**src/rtl/sar_compare_search.sv**
```systemverilog
// Binary-search controller recovering comparator operand A by driving operand B.
// Optional step counter output enabled by defining SAR_STEP_COUNT_EN.
module sar_compare_search #(
    parameter int WIDTH         = 4,
    parameter int SETTLE_CYCLES = 1
) (
    input  logic             clk,
    input  logic             rst_n,
    input  logic             start,
    input  logic [2:0]       cmp_code,
    output logic [WIDTH-1:0] guess,
    output logic             busy,
    output logic             done,
    output logic             found,
    output logic [WIDTH-1:0] result,
`ifdef SAR_STEP_COUNT_EN
    output logic             err,
    output logic [$clog2(WIDTH+2)-1:0] steps
`else
    output logic             err
`endif
);

    localparam int W1 = WIDTH + 1;
    localparam int CW = (SETTLE_CYCLES > 1) ? $clog2(SETTLE_CYCLES) : 1;
    localparam logic [W1-1:0] MAXV = {1'b0, {WIDTH{1'b1}}};
    localparam logic [W1-1:0] ZERO = '0;
    localparam logic [CW-1:0] CLAST =
        CW'((SETTLE_CYCLES > 0) ? SETTLE_CYCLES - 1 : 0);

    typedef enum logic [1:0] {
        IDLE,
        DRIVE,
        SAMPLE,
        FIN
    } state_t;

    localparam state_t NEXT_WAIT = (SETTLE_CYCLES == 0) ? SAMPLE : DRIVE;

    state_t        state_q, state_d;
    logic [W1-1:0] lo_q, lo_d, hi_q, hi_d, g_q, g_d;
    logic [W1-1:0] nlo, nhi;
    logic [WIDTH-1:0] res_q, res_d;
    logic          found_q, found_d, err_q, err_d;
    logic [CW-1:0] cnt_q, cnt_d;
    logic          is_eq, is_gt, is_lt, step;

    assign is_eq = (cmp_code == 3'b101);
    assign is_gt = (cmp_code == 3'b011);
    assign is_lt = (cmp_code == 3'b110);

    always_ff @(posedge clk) begin
        if (!rst_n) begin
            state_q <= IDLE;
            lo_q    <= '0;
            hi_q    <= MAXV;
            g_q     <= '0;
            res_q   <= '0;
            found_q <= 1'b0;
            err_q   <= 1'b0;
            cnt_q   <= '0;
        end else begin
            state_q <= state_d;
            lo_q    <= lo_d;
            hi_q    <= hi_d;
            g_q     <= g_d;
            res_q   <= res_d;
            found_q <= found_d;
            err_q   <= err_d;
            cnt_q   <= cnt_d;
        end
    end

    always_comb begin
        state_d = state_q;
        lo_d    = lo_q;
        hi_d    = hi_q;
        g_d     = g_q;
        res_d   = res_q;
        found_d = found_q;
        err_d   = err_q;
        cnt_d   = cnt_q;
        nlo     = lo_q;
        nhi     = hi_q;
        step    = 1'b0;
        unique case (state_q)
            IDLE: begin
                if (start) begin
                    found_d = 1'b0;
                    err_d   = 1'b0;
                    res_d   = '0;
                    lo_d    = '0;
                    hi_d    = MAXV;
                    g_d     = MAXV >> 1;
                    cnt_d   = '0;
                    state_d = NEXT_WAIT;
                end
            end
            DRIVE: begin
                if (cnt_q == CLAST) begin
                    cnt_d   = '0;
                    state_d = SAMPLE;
                end else begin
                    cnt_d = cnt_q + 1'b1;
                end
            end
            SAMPLE: begin
                res_d   = g_q[WIDTH-1:0];
                found_d = 1'b0;
                state_d = FIN;
                unique case (1'b1)
                    is_eq: found_d = 1'b1;
                    is_gt: begin
                        if (g_q != MAXV) begin
                            nlo  = g_q + 1'b1;
                            step = 1'b1;
                        end
                    end
                    is_lt: begin
                        if (g_q != ZERO) begin
                            nhi  = g_q - 1'b1;
                            step = 1'b1;
                        end
                    end
                    default: err_d = 1'b1;
                endcase
                // An empty interval after narrowing means A is not in range.
                if (step) begin
                    lo_d = nlo;
                    hi_d = nhi;
                    if (nlo <= nhi) begin
                        g_d     = nlo + ((nhi - nlo) >> 1);
                        res_d   = res_q;
                        cnt_d   = '0;
                        state_d = NEXT_WAIT;
                    end
                end
            end
            FIN: state_d = IDLE;
            default: state_d = IDLE;
        endcase
    end

    assign guess  = g_q[WIDTH-1:0];
    assign busy   = (state_q == DRIVE) || (state_q == SAMPLE);
    assign done   = (state_q == FIN);
    assign found  = found_q;
    assign result = res_q;
    assign err    = err_q;

`ifdef SAR_STEP_COUNT_EN
    logic [$clog2(WIDTH+2)-1:0] steps_q;

    always_ff @(posedge clk) begin
        if (!rst_n) begin
            steps_q <= '0;
        end else if (state_q == IDLE && start) begin
            steps_q <= '0;
        end else if (state_q == SAMPLE) begin
            steps_q <= steps_q + 1'b1;
        end
    end

    assign steps = steps_q;
`endif

endmodule
```
**config.mk**
```make
export PLATFORM = sky130hd
export DESIGN_NAME = sar_compare_search
export DESIGN_NICKNAME = d
export VERILOG_FILES = /design/src/rtl/sar_compare_search.sv
export SDC_FILE = /design/constraint.sdc
export NUM_CORES = 1
export LEC_CHECK = 0
export BUFFER_PORTS_ARGS = -buffer_cell sky130_fd_sc_hd__buf_2
export CAP_MARGIN = 20
export CORE_MARGIN = 2
export CORE_UTILIZATION = 50
export DETAILED_ROUTE_END_ITERATION = 10
export PLACE_DENSITY = 0.73
export REMOVE_ABC_BUFFERS = 1
export SYNTH_ARGS = -nofsm -noshare
export SYNTH_HDL_FRONTEND = slang
export SYNTH_SLANG_ARGS = --single-unit
```
**constraint.sdc**
```tcl
create_clock -name clk -period 3.72 [get_ports clk]
set_input_delay 0.558 -clock clk [delete_from_list [all_inputs] [get_ports clk]]
set_output_delay 0.558 -clock clk [all_outputs]
set_load 0.05 [all_outputs]
```
* After elaboration in Yosys (flattened, before gate mapping)
Index checks and enable logic that the tools add are counted.
** Cells by class
- Add/subtract/negate cells :: 5
- $lt $le $gt $ge :: 1
- Eq/ne operators :: 13
- Muxes and demuxes :: 38
- Reduce and logical (&&, ||, !) cells :: 13
** Operators with widths (count)
- 2-to-1 mux 5 bit :: 13
- case mux 5 bit (2 select lines) :: 3
- 2-to-1 mux 4 bit :: 3
- 2-to-1 mux 1 bit :: 9
- AND reduction 3 bit :: 3
- 2-to-1 mux 2 bit :: 4
- != test 2 bit (second input constant) :: 4
- case mux 2 bit (4 select lines) :: 1
- case mux 4 bit (2 select lines) :: 1
- AND reduction 4 bit :: 2
- equality test 3 bit (second input constant) :: 2
- case mux 1 bit (2 select lines) :: 3
- adder 5 x 1 -> 5 bit (second input constant) :: 1
- adder 5 x 4 -> 5 bit :: 1
- <= comparator 5 bit :: 1
- != test 5 x 4 -> 1 bit (second input constant) :: 1
- nonzero test 5 bit :: 1
- subtractor 5 x 1 -> 5 bit (second input constant) :: 1
- subtractor 5 bit :: 1
- equality test 2 bit (second input constant) :: 2
- AND reduction 2 bit :: 2
- equality test 3 x 2 -> 1 bit (second input constant) :: 1
- != test 3 bit (second input constant) :: 1
- case mux 1 bit (3 select lines) :: 1
- 8 further kinds :: 8
** Storage, ports and cells
- Register bits after elaboration :: 24
- Input bits :: 6

* Longest topological paths before layout
- Depth in word-level cells :: 9
- Depth in mapped cells :: 17

* Worst setup path after synthesis
OpenSTA, ideal clock, no wires.
- Path kind :: flip-flop to flip-flop
- Start point :: register g_q[0]
- End point :: register g_q[4]
- Arrival time :: 3.297 ns
- Required time :: 3.603 ns
- Slack :: 0.306 ns
- Stages on the path, launching flop included :: 18
- Buffers on the path :: 0
- Clock period less this slack :: 3.414 ns
- Cells stage by stage :: dfxtp_1 inv_1 ha_1 or3b_4 o21ai_2 nor2_1 a21oi_1 ha_1 fa_1 inv_1 ha_1 inv_1 fa_1 inv_1 a21o_1 a21oi_1 xor2_1 a32o_1
** Between the ends
- Word-level cells in the longest chain between the ends :: 9
** RTL lines
- from (decl) :: line 41 : logic [W1-1:0] lo_q, lo_d, hi_q, hi_d, g_q, g_d;
- from (signal assigned) :: line 66 : g_q <= g_d;
- subtractor 5 x 1 -> 5 bit, or another cell as far along :: line 121 : nhi = g_q - 1'b1;
- 2-to-1 mux 5 bit, on equally long branches :: line 120, 114
- 2-to-1 mux 5 bit :: line 111 : unique case (1'b1)
- 2-to-1 mux 5 bit :: line 86 : unique case (state_q)
- subtractor 5 bit :: line 132 : g_d = nlo + ((nhi - nlo) >> 1);
- adder 5 x 4 -> 5 bit :: line 132
- 2-to-1 mux 5 bit :: line 131 : if (nlo <= nhi) begin
- 2-to-1 mux 5 bit :: line 128 : if (step) begin
- case mux 5 bit (2 select lines) :: line 86
Parallel ways exist; a longest one is shown, timed or not. The select of a mux whose other input is x is not followed.
A chain may end at the register's enable or synchronous reset.

* Final worst setup path
- Start point :: register g_q[1]
- End point :: register g_q[4]
The elaborated chain is that of the path after synthesis.

==> impl_metrics.json <==
{
  "status": "finished, final reports clean",
  "yosysUniqueCellTypes": 45,
  "synth_fa_ha_area_share_pct": 13.7,
  "drt_iter0_markers": 71,
  "insertion_delay_ns": 0.32,
  "fin_nets": 235,
  "drt-pass1-iter-count": 4,
  "setup_viol": 0,
  "whs_ns": 0.480,
  "drt_drc_violations_left": 0,
  "ys_ff_latch": 23,
  "antenna_found_initial": 0,
  "maxCapViolCount": 0,
  "synthesis.area_um2": 1670,
  "finalNonFillerCells": 255,
  "cts_buffers": 3,
  "netlist_top_cells_area": "dfxtp_1 (28%), ha_1 (11%), a22o_1 (4.2%), a21oi_1 (3.9%), inv_1 (3.6%)",
  "core_um2": 3100,
  "clockBufferDepth": 2,
  "fmax_mhz": 288,
  "syn-instance-count": 192,
  "synth.avg_cell_area_um2": 8.68,
  "async_flop_share_pct": 0,
  "grt_pass1_vias": 1353,
  "syn_to_final_growth_pct": 9.99,
  "clock_skew_ns": 0.00518,
  "cts_tree": "done",
  "ctsHoldBuffers": 0,
  "mostFrequentLayoutCells": "dfxtp_1 (21), buf_2 (17), inv_1 (16)",
  "p_per_area_nw_per_um2": 464,
  "synth_top_area_share_pct": 27.6,
  "route.final.wire_length_um": 3710,
  "grt_usage_pct": 21.9,
  "vdd_ir_drop_max_v": 0.000295,
  "synth_enable_flop_cells": 0,
  "final_common_cell": "dfxtp_1",
  "synth_seq_area_share_pct": 27.6,
  "row_count": 20,
  "fin_crit_sh_pct": 93.2,
  "post-dp-hpwl_um": 2990,
  "ys_warn_count": 0,
  "crit_type": "flip-flop to flip-flop",
  "die_h_um": 61.7,
  "synth_area_leader_cell": "dfxtp_1",
  "start_kind": "flip-flop",
  "ios": 18,
  "min_path_type": "flip-flop to flip-flop",
  "required_ns": 3.96,
  "grt_overflow": 0,
  "drive_above_1_share_pct": 22.7,
  "via_per_inst": 5.58,
  "dieArea_um2": 3810,
  "max_slew_margin_pct": 44.6,
  "antenna_left": 0,
  "synthSimpleGateAreaFrac_pct": 15.2,
  "grt_pass1_wl_um": 6100,
  "clk_pin_slew_worst_paths_ns": 0.14,
  "worstMarginPinSlew_ns": 0.822,
  "synthMuxAreaShare_pct": 2.93,
  "cp.arrival_ns": 3.70,
  "grt_max_degree": 14,
  "hold_viol": 0,
  "synth_ff_type": "dfxtp_1",
  "synth_top_family_by_area": "compound AO/OA/AOI/OAI gates",
  "synth_compound_area_share_pct": 26.4,
  "gp_congestion": 0.894,
  "cts_sinks": 23,
  "vias": 1423,
  "routedWlPerCell_um": 14.5,
  "start_util_pct": 53.7,
  "critPathMaxFanout": 6,
  "endpoint_kind": "flip-flop",
  "synth_xor_area_share_pct": 5.78,
  "setup_tns_ns": 0,
  "portBuffers": 17,
  "die_w_um": 61.7,
  "fin_crit_ns": 3.47,
  "diodes": 0,
  "p_leak_uw": 0.000812,
  "drv_slew": 0,
  "ctsRootBufferMaster": "clkbuf_4",
  "h-tree-depth": 1,
  "place_inst": 250
}
-- cells in the mapped netlist, types with 2 or more instances --
cell and number:
o21ai_0 6, o21ai_1 2, xnor2_1 5, mux2_2 3
o31ai_1 2, nor2b_1 2, dfxtp_1 23, xor2_1 6
o211ai_2 2, nand3_1 8, buf_6 3, a32o_1 2
a22o_1 8, nand2_1 12, a221oi_1 2, nand2b_1 2
nor2_1 15, nor3_1 4, inv_1 16, ha_1 15
buf_4 5, a21o_1 7, o2bb2ai_1 2, a31oi_1 4
fa_1 2, o21a_1 3, a21oi_1 13
-- path summary, 6_finish.rpt --
path	startpoint	endpoint	slack (ns)	depth (start not counted)
max	g_q[1]	g_q[4]	0.25	16
min	lo_q[4]	lo_q[4]	0.48	2
max reg2reg	g_q[1]	g_q[4]	0.25	16
min reg2reg	lo_q[4]	lo_q[4]	0.48	2
-- metal layers --
| metal | vias up | track usage (%) | routed length (um) |
|---|---|---|---|
| met3 | 4 | 0.621 | 133 |
| met5 | - | 0 | 0 |
| met1 | 669 | 31.0 | 1840 |
| met2 | 33 | 36.5 | 1690 |
| met4 | 0 | 6.38 | 40 |
| li1 | 717 | - | - |
-- per-stage QoR --
step / cell area, um2 / total power [uW] / util, % / worst slack (ns)
floorplan: 1590 / 616 / - / -0.00906
global route: 1830 / 905 / 59.1 / -0.0186
detailed placement: 1780 / 723 / 57.3 / 0.135
finish: 1830 / 850 / 59.1 / 0.254
CTS: 1810 / 840 / 58.2 / 0.166
global placement: 1780 / 713 / 57.3 / 0.229
-- report_power, final --
group	total, uW	internal [uW]	switching [uW]
registers	293	268	24.4
logic	435	158	276
clock network	122	40.3	82.1
total	850	467	383
-- area by class of cell --
class	instances	area, um2
fillers	292	1270
multi-input cells	143	1080
flip-flops and latches	23	463
repair buffers	25	145
inverters	16	60.1
well taps	44	55.1
clock buffers	3	22.5
clock inverters	1	5.00
-- repair_timing --
| action | 4_1_cts | 5_1_grt |
|---|---|---|
| resized for setup | 0 | 4 |
| endpoints found under the setup margin | 0 | 2 |
| hold endpoints to repair | 0 | 0 |
| setup buffers | 0 | 1 |
-- worst max-delay path: stages, from the launching register on --
cell	delay, ns
dfxtp_2	0.38
inv_1	0.09
ha_1	0.18
or3b_4	0.40
o21ai_2	0.16
buf_4	0.16
o21a_1	0.18
inv_1	0.06
ha_1	0.31
a21o_1	0.16
a21oi_1	0.17
xnor2_1	0.14
ha_1	0.28
a21o_1	0.19
a21oi_1	0.17
xor2_1	0.08
a32o_1	0.26
-- flip-flops by register name (all words and copies together) (netlist names) --
signal   flops
found        1
hi_q         5
result       4
lo_q         5
err          1
g_q          5
state_q      2
-- kinds of logic (layout without fill, tap and decap cells) --
group / after synthesis / in the layout
DFF: 23 / 23
buffers and inverters: 26 / 45
adders and majority gates: 17 / 17
and+or+nand+nor: 51 / 51
AOI/OAI and AO/OA: 60 / 60
xor gates and xnor gates: 11 / 11
muxes: 4 / 4
Note: power is estimated with default switching activity, not from simulation.
